**src/rtl/fu_share_pkg.sv**
```systemverilog
// rtl/fu_share_pkg.sv - shared constants and helpers for the functional-unit sharing arbiters
package fu_share_pkg;

    localparam logic [0:0] ST_IDLE = 1'b0;
    localparam logic [0:0] ST_EXEC = 1'b1;

    // Circular wrap of an index that is at most one lap past n.
    function automatic int rr_wrap(input int c, input int n);
        return (c >= n) ? c - n : c;
    endfunction

    function automatic int rr_next(input int idx, input int n);
        return rr_wrap(idx + 1, n);
    endfunction

endpackage

```
**src/rtl/fu_rr_pick.sv**
```systemverilog
// rtl/fu_rr_pick.sv - combinational circular priority encoder starting at ptr
module fu_rr_pick
    import fu_share_pkg::*;
#(
    parameter int N  = 4,
    parameter int PW = $clog2(N)
) (
    input  logic [N-1:0]  req,
    input  logic [PW-1:0] ptr,
    output logic [PW-1:0] idx,
    output logic          any
);

    // Scan from the farthest offset down so the nearest set bit past ptr wins.
    always_comb begin
        idx = '0;
        any = |req;
        for (int i = N - 1; i >= 0; i--) begin
            if (req[rr_wrap(int'(ptr) + i, N)]) begin
                idx = PW'(rr_wrap(int'(ptr) + i, N));
            end
        end
    end

endmodule

```
**src/rtl/fu_share_arbiter.sv**
```systemverilog
// rtl/fu_share_arbiter.sv - round-robin sequencer time-sharing one functional unit among N_REQ controllers
module fu_share_arbiter
    import fu_share_pkg::*;
#(
    parameter int N_REQ  = 4,
    parameter int DATA_W = 16,
    parameter int OP_W   = 2,
    parameter int FU_LAT = 3
) (
    input  logic                    clk,
    input  logic                    rst_n,
    input  logic [N_REQ-1:0]        req,
    input  logic [N_REQ*DATA_W-1:0] op_a,
    input  logic [N_REQ*DATA_W-1:0] op_b,
    input  logic [N_REQ*OP_W-1:0]   op_code,
    output logic [N_REQ-1:0]        gnt,
    output logic [DATA_W-1:0]       fu_a,
    output logic [DATA_W-1:0]       fu_b,
    output logic [OP_W-1:0]         fu_op,
    output logic                    fu_start,
    input  logic [DATA_W-1:0]       fu_res,
    output logic [DATA_W-1:0]       res_data,
    output logic [N_REQ-1:0]        res_valid,
    output logic                    busy
);

    localparam int PW = $clog2(N_REQ);
    localparam int CW = $clog2(FU_LAT) + 1;

    logic [0:0]        state_q, state_d;
    logic [PW-1:0]     ptr_q, ptr_d;
    logic [PW-1:0]     owner_q, owner_d;
    logic [CW-1:0]     cnt_q, cnt_d;
    logic [N_REQ-1:0]  gnt_q, gnt_d;
    logic [N_REQ-1:0]  res_valid_q, res_valid_d;
    logic              fu_start_q, fu_start_d;
    logic              busy_q, busy_d;
    logic [DATA_W-1:0] fu_a_q, fu_a_d;
    logic [DATA_W-1:0] fu_b_q, fu_b_d;
    logic [OP_W-1:0]   fu_op_q, fu_op_d;
    logic [DATA_W-1:0] res_data_q, res_data_d;

    logic [PW-1:0]     pick_idx;
    logic              pick_any;

    fu_rr_pick #(.N(N_REQ), .PW(PW)) u_pick (
        .req (req),
        .ptr (ptr_q),
        .idx (pick_idx),
        .any (pick_any)
    );

    always_comb begin
        state_d     = state_q;
        ptr_d       = ptr_q;
        owner_d     = owner_q;
        cnt_d       = cnt_q;
        gnt_d       = '0;
        res_valid_d = '0;
        fu_start_d  = 1'b0;
        busy_d      = busy_q;
        fu_a_d      = fu_a_q;
        fu_b_d      = fu_b_q;
        fu_op_d     = fu_op_q;
        res_data_d  = res_data_q;
        case (state_q)
            ST_IDLE: begin
                if (pick_any) begin
                    owner_d    = pick_idx;
                    fu_a_d     = op_a[pick_idx*DATA_W +: DATA_W];
                    fu_b_d     = op_b[pick_idx*DATA_W +: DATA_W];
                    fu_op_d    = op_code[pick_idx*OP_W +: OP_W];
                    gnt_d      = N_REQ'(1) << pick_idx;
                    fu_start_d = 1'b1;
                    busy_d     = 1'b1;
                    cnt_d      = CW'(FU_LAT - 1);
                    state_d    = ST_EXEC;
                end
            end
            default: begin
                // Requests are deliberately ignored here; they compete again once back in IDLE.
                if (cnt_q != '0) begin
                    cnt_d = cnt_q - CW'(1);
                end else begin
                    res_data_d  = fu_res;
                    res_valid_d = N_REQ'(1) << owner_q;
                    ptr_d       = PW'(rr_next(int'(owner_q), N_REQ));
                    busy_d      = 1'b0;
                    state_d     = ST_IDLE;
                end
            end
        endcase
    end

    always_ff @(posedge clk) begin
        if (!rst_n) begin
            state_q     <= ST_IDLE;
            ptr_q       <= '0;
            owner_q     <= '0;
            cnt_q       <= '0;
            gnt_q       <= '0;
            res_valid_q <= '0;
            fu_start_q  <= 1'b0;
            busy_q      <= 1'b0;
            fu_a_q      <= '0;
            fu_b_q      <= '0;
            fu_op_q     <= '0;
            res_data_q  <= '0;
        end else begin
            state_q     <= state_d;
            ptr_q       <= ptr_d;
            owner_q     <= owner_d;
            cnt_q       <= cnt_d;
            gnt_q       <= gnt_d;
            res_valid_q <= res_valid_d;
            fu_start_q  <= fu_start_d;
            busy_q      <= busy_d;
            fu_a_q      <= fu_a_d;
            fu_b_q      <= fu_b_d;
            fu_op_q     <= fu_op_d;
            res_data_q  <= res_data_d;
        end
    end

    assign gnt       = gnt_q;
    assign res_valid = res_valid_q;
    assign fu_start  = fu_start_q;
    assign busy      = busy_q;
    assign fu_a      = fu_a_q;
    assign fu_b      = fu_b_q;
    assign fu_op     = fu_op_q;
    assign res_data  = res_data_q;

endmodule

```
**config.mk**
```make
export PLATFORM = sky130hd
export DESIGN_NAME = fu_share_arbiter
export DESIGN_NICKNAME = d
export VERILOG_FILES = /design/src/rtl/fu_share_pkg.sv /design/src/rtl/fu_rr_pick.sv /design/src/rtl/fu_share_arbiter.sv
export SDC_FILE = /design/constraint.sdc
export NUM_CORES = 1
export LEC_CHECK = 0
export ABC_AREA = 1
export CAP_MARGIN = 30
export CORE_AREA = 4 4 86 128
export CTS_CLUSTER_DIAMETER = 80
export DETAILED_ROUTE_END_ITERATION = 7
export DIE_AREA = 0 0 90 132
export GPL_ROUTABILITY_DRIVEN = 0
export GPL_TIMING_DRIVEN = 0
export PLACE_DENSITY = 0.86
export SYNTH_ARGS = -nofsm -noshare
export SYNTH_HDL_FRONTEND = slang
export SYNTH_SLANG_ARGS = --single-unit
```
**constraint.sdc**
```tcl
create_clock -name clk -period 2.47 [get_ports clk]
set_input_delay 0.6175 -clock clk [delete_from_list [all_inputs] [get_ports clk]]
set_output_delay 0.6175 -clock clk [all_outputs]
set_load 0.01 [all_outputs]
```
==> impl_metrics.csv, run 1 <==
group,metric,value,unit
floorplan,die_h,132,um
clocking,cts_root_buf,"clkbuf_16",
power_and_ir_drop,power_frac_seq,29.3,%
finish,diodes,0,
timing,relSlewSlack,63.6,%
power_and_ir_drop,power.total,4.60,mW
grt,antenna_found_initial,0,
clocking,cts.sinks,68,
grt,grt_pass1_vias,4743,
synthesis,yosys_most_used_dff,"dfxtp_1",
synthesis,synthDistinctLibCells,28,
timing,fmax,420,MHz
critical_path,critPathMostFrequentCell,"nand3_1",
timing,setup_ws,0.0914,ns
timing,min_period,2.38,ns
finish,drive_gt1_share,7.00,%
timing,tightest_slew,0.545,ns
detailed_routing,wl,14600,um
critical_path,cp.arrival,2.65,ns
timing,skew,0.00651,ns
power_and_ir_drop,ir_drop,0.463,mV
clocking,cts_max_level,3,
synthesis,avgSynthCellArea,6.25,um^2
timing,setup_tns,0,ns
detailed_routing,ant_nets,0,
synthesis,ys_seq_area_share,34.9,%
critical_path,path_cells,"clkdlybuf4s50_1 > inv_1 > nand2_1 > nand3_1 > nand2_1 > nand3_2 > nand3_2 > clkbuf_1 > nand3_1 > nand3_1 > nand3_1 > nand2_1",
detailed_routing,drtIter0Drc,147,
critical_path,crit_buf_inv,3,
timing,setup_viol,0,
synthesis,synth-edff-count,0,
power_and_ir_drop,power_density,701,mW/mm^2
power_and_ir_drop,pwr-share-comb,39.7,%
hold_path,hp-class,"reg -> reg",
clocking,clockBufferDepth,2,
synthesis,synth_cells,624,
synthesis,yosysWarnings,0,
grt,grt_overflow,0,
power_and_ir_drop,p_leak,3.10,nW
floorplan,fp-row-count,45,
placed_design,dp_slack,-0.273,ns
flow_run,maxCapViolations,0,
timing,fin_crit_sh,96.3,%
clocking,cts_hold_buf,0,
finish,finish.net_count,1012,
power_and_ir_drop,p_int,3.07,mW
critical_path,crit_family,"buffers and inverters",
floorplan,start_util,39.1,%
detailed_routing,drt_pass1_iterations,5,
timing,rsz0062_at_grt,"true",
critical_path,worstSetupPathType,"in -> reg",
finish,utilization,65.8,%
detailed_routing,via_count,4862,
clocking,clkTransAtPathRegs,0.06,ns
grt,track_usage,23.9,%
detailed_routing,wl_per_cell,15.0,um
timing,hold_viol,0,
placed_design,post_dp_cell_area,0.00622,mm^2
power_and_ir_drop,switching_power,1.53,mW
placed_design,dp_hpwl,11200,um
critical_path,worstPathRequired,2.74,ns
critical_path,slowest_delay,0.52,ns
critical_path,path_max_fanout,10,
critical_path,cp-start-kind,"primary input",
power_and_ir_drop,clock_power_share,31.1,%
floorplan,io-pin-count,218,
synthesis,ys_ff_latch,68,
clocking,cts_tree,"done",
synthesis,syn-num-nets,784,
grt,grt_pass1_wl,23100,um
synthesis,postSynth.asyncResetShare,0,%
timing,slew_violations,0,
critical_path,cp-end-kind,"flip-flop",
clocking,numCtsBuffers,9,
grt,grt_max_degree,13,
power_and_ir_drop,switching_share,33.2,%
synthesis,syn_area,0.00390,mm^2
critical_path,slowest_stage,"clkdlybuf4s50_1",
floorplan,coreArea,0.00997,mm^2
detailed_routing,drc,0,
floorplan,die-area,0.0119,mm^2
floorplan,die_width,90,um
placed_design,port_buffers,217,
clocking,clkLatencyLatePin,0.33,ns
detailed_routing,vias_per_cell,4.99,
finish,area_growth,68.2,%
finish,final_cell_area,0.00656,mm^2
outcome,status,"complete, no violations",
cell families (layout without fill, tap and decap cells):
group,count (synthesis),in the layout,share of synthesized area (%)
and+or+nand+nor,387,387,44.5
buffers and inverters,139,372,15.6
DFF,68,68,34.9
AOI/OAI and AO/OA,28,28,4.33
adders and majority gates,2,2,0.642
routing by layer:
metal  part of all wire [%]  vias up  track usage, %
met5                      0        -               0
met4                    3.7        0            10.9
met3                    6.4       38            4.68
met2                     51      194            42.8
met1                     39     2181            27.2
li1                       -     2449               -
area by class of cell:
type	instances	area, um^2
Buffer	41	240
Clock buffer	11	253
Inverter	98	368
Timing Repair Buffer	217	2170
Tap cell	117	146
Sequential cell	68	1360
Clock inverter	5	83.8
Fill cell	886	3410
Multi-Input combinational cell	417	1930
sequential cells by signal (all words and copies together), names as in the netlist:
| name | count |
|---|---|
| fu_op | 2 |
| state_q | 1 |
| owner_q | 2 |
| ptr_q | 2 |
| busy | 1 |
| res_data | 16 |
| fu_a | 16 |
| gnt | 4 |
| cnt_q | 3 |
| fu_start | 1 |
| fu_b | 16 |
| res_valid | 4 |
power by group through the flow:
stage               logic, mW  clock network [mW]  registers, mW
finish                   1.82                1.43           1.35
detailed placement       1.82                   0           1.37
floorplan               0.927                   0           1.43
global route             2.01                1.50           1.36
global placement         1.79                   0           1.36
CTS                      1.83                1.45           1.35
worst register-to-register path: stages, from the launching register on:
cell and delay, ns:
dfxtp_1 0.32, buf_6 0.13, inv_2 0.06, nand2_1 0.08, nand3_1 0.12, nand2_1 0.12, nand3_2 0.09, nand3_2 0.12
clkbuf_1 0.45, nand3_1 0.19, nand3_1 0.13, nand3_1 0.08, nand2_1 0.06
cell usage after synthesis (2+ instances only):
master / count / area (um^2)
nand3_1: 194 / 971
nand2_1: 145 / 544
inv_1: 93 / 349
dfxtp_1: 68 / 1360
nor2_1: 33 / 124
o21ai_0: 18 / 90.1
buf_2: 14 / 70.1
buf_4: 14 / 105
clkbuf_1: 11 / 41.3
nor3_1: 5 / 25.0
inv_2: 4 / 15.0
a21oi_1: 3 / 15.0
o22ai_1: 3 / 18.8
buf_6: 2 / 22.5
ha_1: 2 / 25.0
nand2_2: 2 / 12.5
nand3_2: 2 / 20.0
through the flow:
stage / cells / hold WS [ns]
finish: 974 / 0.448
global route: 974 / 0.464
global placement: 958 / 0.435
detailed placement: 958 / 0.438
CTS: 974 / 0.451
floorplan: 624 / 0.422
final timing paths:
kind                  from  endpoint  slack (ns)  cells past startpoint
hold / removal    cnt_q[0]  cnt_q[0]        0.45                      1
setup reg to reg  ptr_q[0]  fu_b[14]        0.48                     12
hold reg to reg   cnt_q[0]  cnt_q[0]        0.45                      1
setup / recovery    req[1]  fu_b[14]        0.09                     12
cells in the final DEF (no fill, tap or decap), types with 3 or more instances in the layout:
cell type,count
buf_4,14
clkbuf_1,10
clkbuf_16,9
nor2_1,32
dfxtp_1,68
nor3_1,5
inv_1,93
a21oi_1,3
o21ai_0,18
o22ai_1,3
buf_2,14
nand3_1,194
nand2_1,145
inv_2,4
clkdlybuf4s50_1,217
repair_timing:
action	CTS	global route
resized for setup	0	3
buffers inserted	0	0
endpoints found under the hold margin	0	0
endpoints found under the setup margin	0	21
(Power assumes the default switching activity.)
==> run 2: changes to the inputs <==
--- a/config.mk
+++ b/config.mk
@@ -7,13 +7,13 @@
 export LEC_CHECK = 0
 export ABC_AREA = 1
 export CAP_MARGIN = 30
-export CORE_AREA = 4 4 86 128
+export CORE_AREA = 4 4 99 147
 export CTS_CLUSTER_DIAMETER = 80
 export DETAILED_ROUTE_END_ITERATION = 7
-export DIE_AREA = 0 0 90 132
+export DIE_AREA = 0 0 103 151
 export GPL_ROUTABILITY_DRIVEN = 0
 export GPL_TIMING_DRIVEN = 0
-export PLACE_DENSITY = 0.86
+export PLACE_DENSITY = 0.68
 export SYNTH_ARGS = -nofsm -noshare
 export SYNTH_HDL_FRONTEND = slang
 export SYNTH_SLANG_ARGS = --single-unit
==> impl_metrics.csv, run 2 (synthesized netlist as in run 1, its figures left out) <==
group,metric,value,unit
critical_path,worstPathRequired,2.69,ns
clocking,clkTransAtPathRegs,0.06,ns
detailed_routing,vias_per_cell,4.70,
hold_path,hp-class,"reg -> reg",
clocking,cts_root_buf,"clkbuf_16",
finish,final_cell_area,0.00660,mm^2
timing,fin_crit_sh,94.0,%
finish,regArea,0.00136,mm^2
finish,area_growth,69.4,%
grt,grt_pass1_vias,4700,
power_and_ir_drop,p_leak,3.10,nW
power_and_ir_drop,power_density,691,mW/mm^2
placed_design,port_buffers,217,
finish,mostFrequentLayoutCell,"clkdlybuf4s50_1",
clocking,clockBufferDepth,2,
floorplan,die_width,103,um
detailed_routing,ant_nets,0,
timing,hold_viol,0,
timing,relSlewSlack,64.4,%
floorplan,die-area,0.0156,mm^2
clocking,cts_setup_buffers,0,
finish,finish.net_count,1012,
placed_design,placed_cells,1003,
timing,tightest_slew,0.535,ns
floorplan,io-pin-count,218,
flow_run,maxCapViolations,0,
clocking,cts_hold_buf,0,
timing,setup_viol,0,
grt,grt_pass1_wl,23500,um
critical_path,path_max_fanout,10,
finish,fin_cells,1019,
power_and_ir_drop,ir_drop,0.359,mV
clocking,cts_tree,"done",
detailed_routing,drtIter0Drc,144,
finish,nFillCells,1368,
finish,multi_input_area,0.00193,mm^2
critical_path,cp.arrival,2.55,ns
clocking,cts_max_level,3,
floorplan,coreArea,0.0134,mm^2
floorplan,die_h,151,um
timing,min_period,2.32,ns
placed_design,dp_hpwl,12100,um
critical_path,worstSetupPathType,"in -> reg",
detailed_routing,drt_pass1_iterations,4,
grt,grt_overflow,0,
grt,grt_max_degree,13,
detailed_routing,via_count,4786,
critical_path,cp-start-kind,"primary input",
timing,worst_hold_slack,0.448,ns
timing,fmax,431,MHz
detailed_routing,wl_per_cell,15.0,um
finish,diodes,0,
placed_design,post_dp_cell_area,0.00627,mm^2
grt,track_usage,19.4,%
critical_path,cp-end-kind,"flip-flop",
detailed_routing,wl,15300,um
detailed_routing,drc,0,
timing,skew,0.00703,ns
floorplan,fp-row-count,52,
clocking,cts.sinks,68,
clocking,clkLatencyLatePin,0.33,ns
finish,drive_gt1_share,7.00,%
grt,antenna_found_initial,0,
timing,rsz0062_at_grt,"true",
outcome,status,"complete, no violations",
finish,final_cell_mix,"clkdlybuf4s50_1, nand3_1, nand2_1",
clocking,numCtsBuffers,9,
floorplan,start_util,29.1,%
timing,slew_violations,0,
-- run 2: cell count changes in the layout (fill, tap and decap cells not counted), sizes merged --
cell	before	now
inv	97	98
buf	30	27
clkinv	2	4
clkbuf	22	24
clkinvlp	2	0
-- run 2: repair_timing --
action,CTS,global route
gates resized for setup,0,8
hold endpoints to repair,0,0
setup endpoints to repair,0,24
-- run 2: critical path: stages --
cell	delay (ns)
clkdlybuf4s50_1	0.49
inv_1	0.08
o21ai_1	0.17
nand2_1	0.11
nand3_2	0.10
nand3_2	0.15
nand2_2	0.22
buf_4	0.22
nand2_1	0.06
nand3_1	0.08
nand3_1	0.11
nand2_1	0.09
inv_1	0.03
-- run 2: area by class of cell --
cell class / count / area share, %
inverters: 98 / 5.57
plain buffers: 41 / 3.77
repair buffers: 217 / 32.9
flip-flops and latches: 68 / 20.6
clock buffers: 10 / 3.47
well taps: 162 / 3.07
multi-input cells: 417 / 29.3
clock inverters: 6 / 1.33
-- run 2: final timing paths --
| check | startpoint | endpoint | slack [ns] | cells past startpoint |
|---|---|---|---|---|
| worst max-delay path | req[3] | fu_op[0] | 0.15 | 13 |
| worst min-delay path | fu_a[10] | fu_a[10] | 0.45 | 2 |
| worst max register to register | ptr_q[0] | fu_b[12] | 0.56 | 10 |
| worst min register to register | fu_a[10] | fu_a[10] | 0.45 | 2 |
-- run 2: report_power, final --
group,internal [mW],leakage (nW),switching [mW]
combinational,0.878,2.38,0.955
clock,0.886,0.157,0.501
sequential,1.26,0.560,0.0813
total,3.02,3.10,1.54
-- run 2: through the flow --
| step | total power, mW | setup TNS (ns) | worst slack, ns | utilization, % |
|---|---|---|---|---|
| after floorplan | 2.36 | 0 | 0.709 | - |
| after global routing | 4.87 | -0.0138 | -0.0126 | 49.3 |
| after CTS | 4.61 | 0 | 0.00770 | 49.2 |
| after detailed placement | 3.21 | -9.02 | -0.326 | 46.8 |
| after global placement | 3.19 | -9.64 | -0.370 | 46.8 |
| final | 4.56 | 0 | 0.149 | 49.3 |
-- run 2: metal layers --
layer	vias up	track usage, %	part of all wire, %
met2	168	35.0	51
met4	0	8.68	4.5
li1	2446	-	-
met5	-	0	0
met1	2130	21.5	38
met3	42	3.59	6.1
==> run 3: changes to the inputs <==
--- a/config.mk
+++ b/config.mk
@@ -9,6 +9,7 @@
 export CAP_MARGIN = 30
 export CORE_AREA = 4 4 99 147
 export CTS_CLUSTER_DIAMETER = 80
+export CTS_CLUSTER_SIZE = 20
 export DETAILED_ROUTE_END_ITERATION = 7
 export DIE_AREA = 0 0 103 151
 export GPL_ROUTABILITY_DRIVEN = 0
==> results of run 3 <==
Same layout as run 2: the final DEF is identical, and so are final timing and power.
